### src/rtl/out_display_pkg.sv
// Shared definitions for the output display stage: bus width, conversion states and
// 7-segment codes ordered {g,f,e,d,c,b,a}, active-high before polarity is applied.
package out_display_pkg;

  localparam int unsigned BUS_W = 8;
  localparam int unsigned BCD_W = 10;

  typedef enum logic [1:0] {StIdle, StConv, StDone} conv_state_e;

  localparam logic [6:0] SEG_BLANK = 7'h00;
  localparam logic [6:0] SEG_MINUS = 7'h40;

  function automatic logic [6:0] seg_digit(input logic [3:0] d);
    logic [6:0] s;
    case (d)
      4'd0:    s = 7'h3F;
      4'd1:    s = 7'h06;
      4'd2:    s = 7'h5B;
      4'd3:    s = 7'h4F;
      4'd4:    s = 7'h66;
      4'd5:    s = 7'h6D;
      4'd6:    s = 7'h7D;
      4'd7:    s = 7'h07;
      4'd8:    s = 7'h7F;
      4'd9:    s = 7'h6F;
      default: s = SEG_BLANK;
    endcase
    return s;
  endfunction

endpackage

### src/rtl/out_display_if.sv
// Bus-side connection of the output stage: the data bus and load strobe in, status and
// output-register contents back out.
interface out_display_if;
  import out_display_pkg::*;

  logic [BUS_W-1:0] bus;
  logic             Oi;
  logic             busy;
  logic [BUS_W-1:0] value;

  modport master (output bus, Oi, input busy, value);
  modport slave  (input bus, Oi, output busy, value);

endinterface

### src/rtl/out_display_bin2bcd_seq.sv
// Sequential double-dabble converter: 8 shift-add steps after start, then a one-cycle done.
// A start while busy restarts from step 0 and the pending result is dropped.
module out_display_bin2bcd_seq
  import out_display_pkg::*;
(
  input  logic             clk,
  input  logic             rst,
  input  logic             start,
  input  logic [BUS_W-1:0] din,
  output logic             busy,
  output logic             done,
  output logic [BCD_W-1:0] bcd
);

  conv_state_e state_q, state_d;
  logic [3:0]  step_q, step_d;
  // {hundreds[17:16], tens[15:12], units[11:8], binary[7:0]}
  logic [BCD_W+BUS_W-1:0] sh_q, sh_d, adj;

  always_ff @(posedge clk or posedge rst) begin
    if (rst) begin
      state_q <= StIdle;
      step_q  <= 4'd0;
      sh_q    <= '0;
    end else begin
      state_q <= state_d;
      step_q  <= step_d;
      sh_q    <= sh_d;
    end
  end

  always_comb begin
    adj = sh_q;
    if (sh_q[11:8] >= 4'd5)  adj[11:8]  = sh_q[11:8] + 4'd3;
    if (sh_q[15:12] >= 4'd5) adj[15:12] = sh_q[15:12] + 4'd3;
  end

  always_comb begin
    state_d = state_q;
    step_d  = step_q;
    sh_d    = sh_q;
    case (state_q)
      StConv: begin
        sh_d   = {adj[BCD_W+BUS_W-2:0], 1'b0};
        step_d = step_q + 4'd1;
        if (step_q == 4'd7) state_d = StDone;
      end
      StDone:  state_d = StIdle;
      default: state_d = StIdle;
    endcase
    if (start) begin
      state_d = StConv;
      step_d  = 4'd0;
      sh_d    = {{BCD_W{1'b0}}, din};
    end
  end

  assign busy = (state_q != StIdle);
  // A reload on the DONE cycle supersedes the finishing result.
  assign done = (state_q == StDone) && !start;
  assign bcd  = sh_q[BCD_W+BUS_W-1:BUS_W];

endmodule

### src/rtl/out_display.sv
// Output stage: captures the bus on Oi, converts to BCD and scans a 4-digit 7-segment display.
// Define OUT_DISPLAY_SIGNED_EN to show the register as two's complement with a minus on digit 3.
module out_display
  import out_display_pkg::*;
#(
  parameter int unsigned SCAN_DIV       = 16,
  parameter bit          SEG_ACTIVE_LOW = 1'b1
) (
  input  logic          clk,
  input  logic          rst,
  out_display_if.slave  obus,
  output logic [6:0]    seg,
  output logic [3:0]    an
);

  logic [BUS_W-1:0]    value_q;
  logic [BUS_W-1:0]    conv_din;
  logic                conv_busy, conv_done;
  logic [BCD_W-1:0]    conv_bcd;
  logic [BCD_W-1:0]    disp_bcd_q;
  logic [SCAN_DIV-1:0] presc_q;
  logic [1:0]          digit_q;
  logic [3:0]          hundreds, tens, units;
  logic [6:0]          seg_raw;
  logic [3:0]          an_raw;

`ifdef OUT_DISPLAY_SIGNED_EN
  logic disp_neg_q;
  assign conv_din = obus.bus[7] ? (~obus.bus + 8'd1) : obus.bus;
`else
  assign conv_din = obus.bus;
`endif

  always_ff @(posedge clk or posedge rst) begin
    if (rst) begin
      value_q <= '0;
    end else if (obus.Oi) begin
      value_q <= obus.bus;
    end
  end

  out_display_bin2bcd_seq u_bin2bcd (
    .clk   (clk),
    .rst   (rst),
    .start (obus.Oi),
    .din   (conv_din),
    .busy  (conv_busy),
    .done  (conv_done),
    .bcd   (conv_bcd)
  );

  // The latch only moves on done, so partial BCD never reaches the segments.
  always_ff @(posedge clk or posedge rst) begin
    if (rst) begin
      disp_bcd_q <= '0;
`ifdef OUT_DISPLAY_SIGNED_EN
      disp_neg_q <= 1'b0;
`endif
    end else if (conv_done) begin
      disp_bcd_q <= conv_bcd;
`ifdef OUT_DISPLAY_SIGNED_EN
      disp_neg_q <= value_q[7];
`endif
    end
  end

  always_ff @(posedge clk or posedge rst) begin
    if (rst) begin
      presc_q <= '0;
      digit_q <= 2'd0;
    end else begin
      presc_q <= presc_q + 1'b1;
      if (&presc_q) digit_q <= digit_q + 2'd1;
    end
  end

  assign hundreds = {2'b00, disp_bcd_q[9:8]};
  assign tens     = disp_bcd_q[7:4];
  assign units    = disp_bcd_q[3:0];

  always_comb begin
    seg_raw = SEG_BLANK;
    an_raw  = 4'b0001 << digit_q;
    case (digit_q)
      2'd0: seg_raw = seg_digit(units);
      2'd1: if (hundreds != 4'd0 || tens != 4'd0) seg_raw = seg_digit(tens);
      2'd2: if (hundreds != 4'd0) seg_raw = seg_digit(hundreds);
      default: begin
`ifdef OUT_DISPLAY_SIGNED_EN
        if (disp_neg_q) seg_raw = SEG_MINUS;
`endif
      end
    endcase
  end

  assign seg        = SEG_ACTIVE_LOW ? ~seg_raw : seg_raw;
  assign an         = SEG_ACTIVE_LOW ? ~an_raw : an_raw;
  assign obus.busy  = conv_busy;
  assign obus.value = value_q;

endmodule
### src/flat_wrapper.sv
// flat-port wrapper written by rule: the top's interface ports become plain ports
module out_display_flat import out_display_pkg::*;
#(
  parameter int unsigned SCAN_DIV       = 16,
  parameter bit          SEG_ACTIVE_LOW = 1'b1
)
  (clk, rst, seg, an, obus_bus, obus_Oi, obus_busy, obus_value);
  out_display_if obus_i ();
  input  logic clk;
  input  logic rst;
  output logic [6:0] seg;
  output logic [3:0] an;
  input wire logic [$bits(obus_i.bus)-1:0] obus_bus;
  input wire logic [$bits(obus_i.Oi)-1:0] obus_Oi;
  output wire logic [$bits(obus_i.busy)-1:0] obus_busy;
  output wire logic [$bits(obus_i.value)-1:0] obus_value;
  assign obus_i.bus = obus_bus;
  assign obus_i.Oi = obus_Oi;
  assign obus_busy = obus_i.busy;
  assign obus_value = obus_i.value;
  out_display #(.SCAN_DIV(SCAN_DIV), .SEG_ACTIVE_LOW(SEG_ACTIVE_LOW)) u_core (.clk(clk), .rst(rst), .obus(obus_i), .seg(seg), .an(an));
endmodule
### config.mk
export PLATFORM = sky130hd
export DESIGN_NAME = out_display_flat
export DESIGN_NICKNAME = d
export VERILOG_FILES = /design/src/rtl/out_display_pkg.sv /design/src/rtl/out_display_if.sv /design/src/rtl/out_display_bin2bcd_seq.sv /design/src/rtl/out_display.sv /design/src/flat_wrapper.sv
export SDC_FILE = /design/constraint.sdc
export NUM_CORES = 1
export LEC_CHECK = 0
export BUFFER_PORTS_ARGS = -buffer_cell sky130_fd_sc_hd__buf_2
export CORE_MARGIN = 2
export CORE_UTILIZATION = 30
export CTS_CLUSTER_SIZE = 10
export DETAILED_ROUTE_END_ITERATION = 12
export PLACE_DENSITY = 0.59
export SYNTH_ARGS = -nofsm -noshare
export SYNTH_HDL_FRONTEND = slang
export SYNTH_HIERARCHICAL = 1
export SYNTH_SLANG_ARGS = --single-unit
### constraint.sdc
create_clock -name clk -period 1.5 [get_ports clk]
set_input_delay 0.15 -clock clk [delete_from_list [all_inputs] [get_ports clk]]
set_output_delay 0.15 -clock clk [all_outputs]
set_load 0.03 [all_outputs]
==> impl_metrics.tcl <==
set metrics [dict create \
    outcome "complete, but fails checks" \
    violated_checks "setup timing" \
    crit_path_max_fanout 3 \
    finalWeightedCongestion 0.856 \
    drt-wirelength-per-cell_um 11.6 \
    clk_latency_ns 0.34 \
    clk_pin_slew_ns 0.07 \
    endpoint_kind "output port" \
    gr-usage-all-layers_pct 12.1 \
    port_buffers 30 \
    worst_pin_slew_ns 0.468 \
    finalHoldViolations 0 \
    achievable-frequency_mhz 478 \
    reg2reg_from "u_core/u_bin2bcd/sh_q[9]" \
    num_rows 38 \
    slew-limit-headroom_pct 68.3 \
    timing.final.crit_share_pct 139 \
    chipHeight_um 109 \
    final_util_pct 41.4 \
    finalNetCount 445 \
    detailedRoute.firstPassIterationCount 4 \
    mean_number_of_vias_per_cell 4.60 \
    place_inst 534 \
    synth_top_cell_area_share_pct 45.6 \
    setup_ws_ns -0.590 \
    multiInputGateArea_um2 1780 \
    clockRootBuffer "sky130_fd_sc_hd__clkbuf_8" \
    ys_warn_count 6 \
    cts_max_path_buffers 2 \
    worst_ep_required_time_ns 1.35 \
    postSynthNetCount 363 \
    final_cell_count_no_fill 557 \
    sequential_cell_area_um2 1500 \
    cellLeakagePower_nw 2.05 \
    holdPathEnd "u_core/u_bin2bcd/sh_q[6]" \
    global_route.overflow_total 0 \
    synth_enable_flop_cells 0 \
    syn_avg_cell_area_um2 9.94 \
    io_pins 31 \
    grt_pass1_vias 2550 \
    h-tree-depth 3 \
    critPathArrivalTime_ns 1.94 \
    cp-start-kind "flip-flop" \
    path_delay_family "simple AND/OR/NAND/NOR gates" \
    synth.lib_cells_used.distinct 49 \
    initialDrtViolationCount 116 \
    layout_min_cycle_time_ns 2.09 \
    cp.depth 6 \
    power.density_cell_area_nw_per_um2 763 \
    count_of_antenna_diodes_in_the_layout 0 \
    floorplan.die_area_um2 11800 \
    synthToLayoutAreaGrowth_pct 35.3 \
    vias 2561 \
    post_synth_main_area_contributors "sky130_fd_sc_hd__dfrtp_1 46%, sky130_fd_sc_hd__ha_1 8.0%, sky130_fd_sc_hd__mux2_1 4.5%" \
    synth.yosys.seq_area_share_pct 45.6 \
    remaining_drc_errors 0 \
    final_setup_vio_count 7 \
    asyncSetResetFlopFracSynth_pct 100 \
    most_common_cell_after_layout_fill_and_taps_aside "sky130_fd_sc_hd__dfrtp_1" \
    layout-drive-gt1-share_pct 33.8 \
    clock_tree_from_tritoncts "yes" \
    ff2ff_setup_slack_ns 0.07 \
    floorplan.die.width_um 109 \
    reg2reg_to "u_core/u_bin2bcd/sh_q[9]" \
    number_of_register_bits_inferred_by_synthesis 60 \
    core-area_um2 10700 \
    mostFrequentLayoutCells "60 x sky130_fd_sc_hd__dfrtp_1, 47 x sky130_fd_sc_hd__buf_4, 32 x sky130_fd_sc_hd__nand2_1, 20 x sky130_fd_sc_hd__buf_2, 20 x sky130_fd_sc_hd__inv_1" \
    wl_um 6440 \
    reg2regPathDepth 5 \
    initial_core_util_pct 30.6 \
    initial_antenna_violation_count 0 \
    ant_nets 0 \
    filler_cell_count_in_the_final_layout 1103 \
    maximum_number_of_pins_on_one_net_before_global_route_repair 29 \
    min_path_type "in2reg" \
    timing.critical_path.buf_inv 2 \
    hold_depth 3 \
    tritoncts.num_buffers 9 \
    path_class "reg2out" \
    post_synth_inst_count 331 \
    worstPathCellList "or4_4, o2111ai_4, buf_6, a21oi_4, a21oi_4, buf_6" \
    mappedNetlistArea_um2 3290 \
    rsz0062_at_grt "true" \
    synth_flop_cell "sky130_fd_sc_hd__dfrtp_1" \
    skew_ns 0.00513 \
    max_ir_drop_vdd_mv 0.708 \
    detailed_place_hpwl_um 4740 \
    timing_max_transition_violations_final 0 \
    hp-start "obus_bus[6]" \
    crit_slowest_cell "sky130_fd_sc_hd__or4_4" \
    drv_cap 0 \
    clkSinkCount 60 \
    grt_pass1_wl_um 11300 \
    post-synth-top-area-cell "sky130_fd_sc_hd__dfrtp_1" \
    max_stage_delay_ns 0.55 \
]
-- worst max-delay path by stage --
stage,slack [ns],from,endpoint
3_3_place_gp,-0.26,u_core/disp_bcd_q[9],seg[3]
4_1_cts,-0.61,u_core/disp_bcd_q[9],seg[2]
6_report,-0.59,u_core/disp_bcd_q[9],seg[2]
3_5_place_dp,-0.28,u_core/disp_bcd_q[9],seg[1]
5_1_grt,-0.66,u_core/disp_bcd_q[9],seg[2]
2_1_floorplan,-0.22,u_core/disp_bcd_q[7],seg[2]
-- state kept, by name (all words and copies together) (netlist names) --
name and cells:
u_core/digit_q 2, u_core/u_bin2bcd/state_q 2, u_core/disp_bcd_q 10, u_core/presc_q 16
u_core/u_bin2bcd/step_q 4, u_core/obus.value 8, u_core/u_bin2bcd/sh_q 18
-- stage by stage --
stage / instance area [um^2] / hold WS [ns] / TNS, ns / setup slack, ns / power, mW
6_report: 4450 / 0.0424 / -3.78 / -0.590 / 3.40
3_3_place_gp: 3960 / 0.145 / -1.64 / -0.263 / 2.05
2_1_floorplan: 3340 / 0.165 / -1.26 / -0.215 / 1.96
3_5_place_dp: 3960 / 0.154 / -1.77 / -0.281 / 2.07
4_1_cts: 4390 / 0.0218 / -3.87 / -0.606 / 3.45
5_1_grt: 4450 / 0.0291 / -4.47 / -0.661 / 3.58
-- per-layer routing --
layer | vias to the layer above | GRT usage [%] | wire length (um)
li1 | 1296 | - | -
met1 | 1198 | 15.0 | 3000
met2 | 54 | 19.9 | 3020
met3 | 13 | 3.29 | 284
met4 | 0 | 5.49 | 145
met5 | - | 0 | 0
-- layout make-up --
cell class              instances  share of cell area (%)
multi-input cells             225                    40.0
repair buffers                 88                    15.7
clock buffers                  14                    4.10
clock inverters                 1                   0.112
inverters                      29                    2.45
well taps                     140                    3.94
flip-flops and latches         60                    33.7
-- synth_stat cells (2+ instances only) --
cell                        number
sky130_fd_sc_hd__and3_1          3
sky130_fd_sc_hd__o21ai_1        19
sky130_fd_sc_hd__mux2i_1         9
sky130_fd_sc_hd__clkbuf_1        8
sky130_fd_sc_hd__o2111ai_1       4
sky130_fd_sc_hd__buf_4           3
sky130_fd_sc_hd__inv_1          28
sky130_fd_sc_hd__nor3b_1         2
sky130_fd_sc_hd__mux2_1         13
sky130_fd_sc_hd__nand2_1        33
sky130_fd_sc_hd__nand3b_1        3
sky130_fd_sc_hd__nor3_2          2
sky130_fd_sc_hd__nor3_1          2
sky130_fd_sc_hd__a21oi_1        17
sky130_fd_sc_hd__o21ai_0         6
sky130_fd_sc_hd__nand4_1         2
sky130_fd_sc_hd__nand2b_1        7
sky130_fd_sc_hd__buf_2           5
sky130_fd_sc_hd__nor2b_1         6
sky130_fd_sc_hd__o41ai_1         2
sky130_fd_sc_hd__nor2_1         15
sky130_fd_sc_hd__dfrtp_1        60
sky130_fd_sc_hd__or3_1           6
sky130_fd_sc_hd__nand3_1        10
sky130_fd_sc_hd__o21a_1          2
sky130_fd_sc_hd__xor2_1          6
sky130_fd_sc_hd__o211ai_1        3
sky130_fd_sc_hd__xnor2_1        14
sky130_fd_sc_hd__ha_1           21
-- kinds of logic (layout without fill, tap and decap cells) --
family / after synthesis / after routing / synth area share [%]
muxes: 22 / 22 / 7.19
and+or+nand+nor: 97 / 97 / 15.1
DFF: 60 / 60 / 45.6
adders and majority gates: 21 / 21 / 7.99
buffers and inverters: 46 / 132 / 6.01
xor gates and xnor gates: 20 / 20 / 5.33
AOI/OAI and AO/OA: 65 / 65 / 12.7
-- power breakdown --
group	leakage (nW)	switching, mW	total [mW]	internal [mW]
clock network	0.0986	0.588	1.36	0.769
logic	1.20	0.197	0.320	0.123
registers	0.751	0.0389	1.72	1.68
-- worst register-to-register path, stage by stage (launching register included) --
cell	delay (ns)
sky130_fd_sc_hd__dfrtp_1	0.40
sky130_fd_sc_hd__inv_1	0.12
sky130_fd_sc_hd__ha_1	0.22
sky130_fd_sc_hd__nor2b_2	0.22
sky130_fd_sc_hd__o21a_1	0.20
sky130_fd_sc_hd__o211ai_1	0.13
-- timing repair --
action,CTS,global route
hold buffers,1,0
endpoints found under the hold margin,32,0
buffers inserted,5,2
resized for setup,51,11
pin swaps,6,8
endpoints found under the setup margin,11,14
Power figures use the tool's default switching activity.
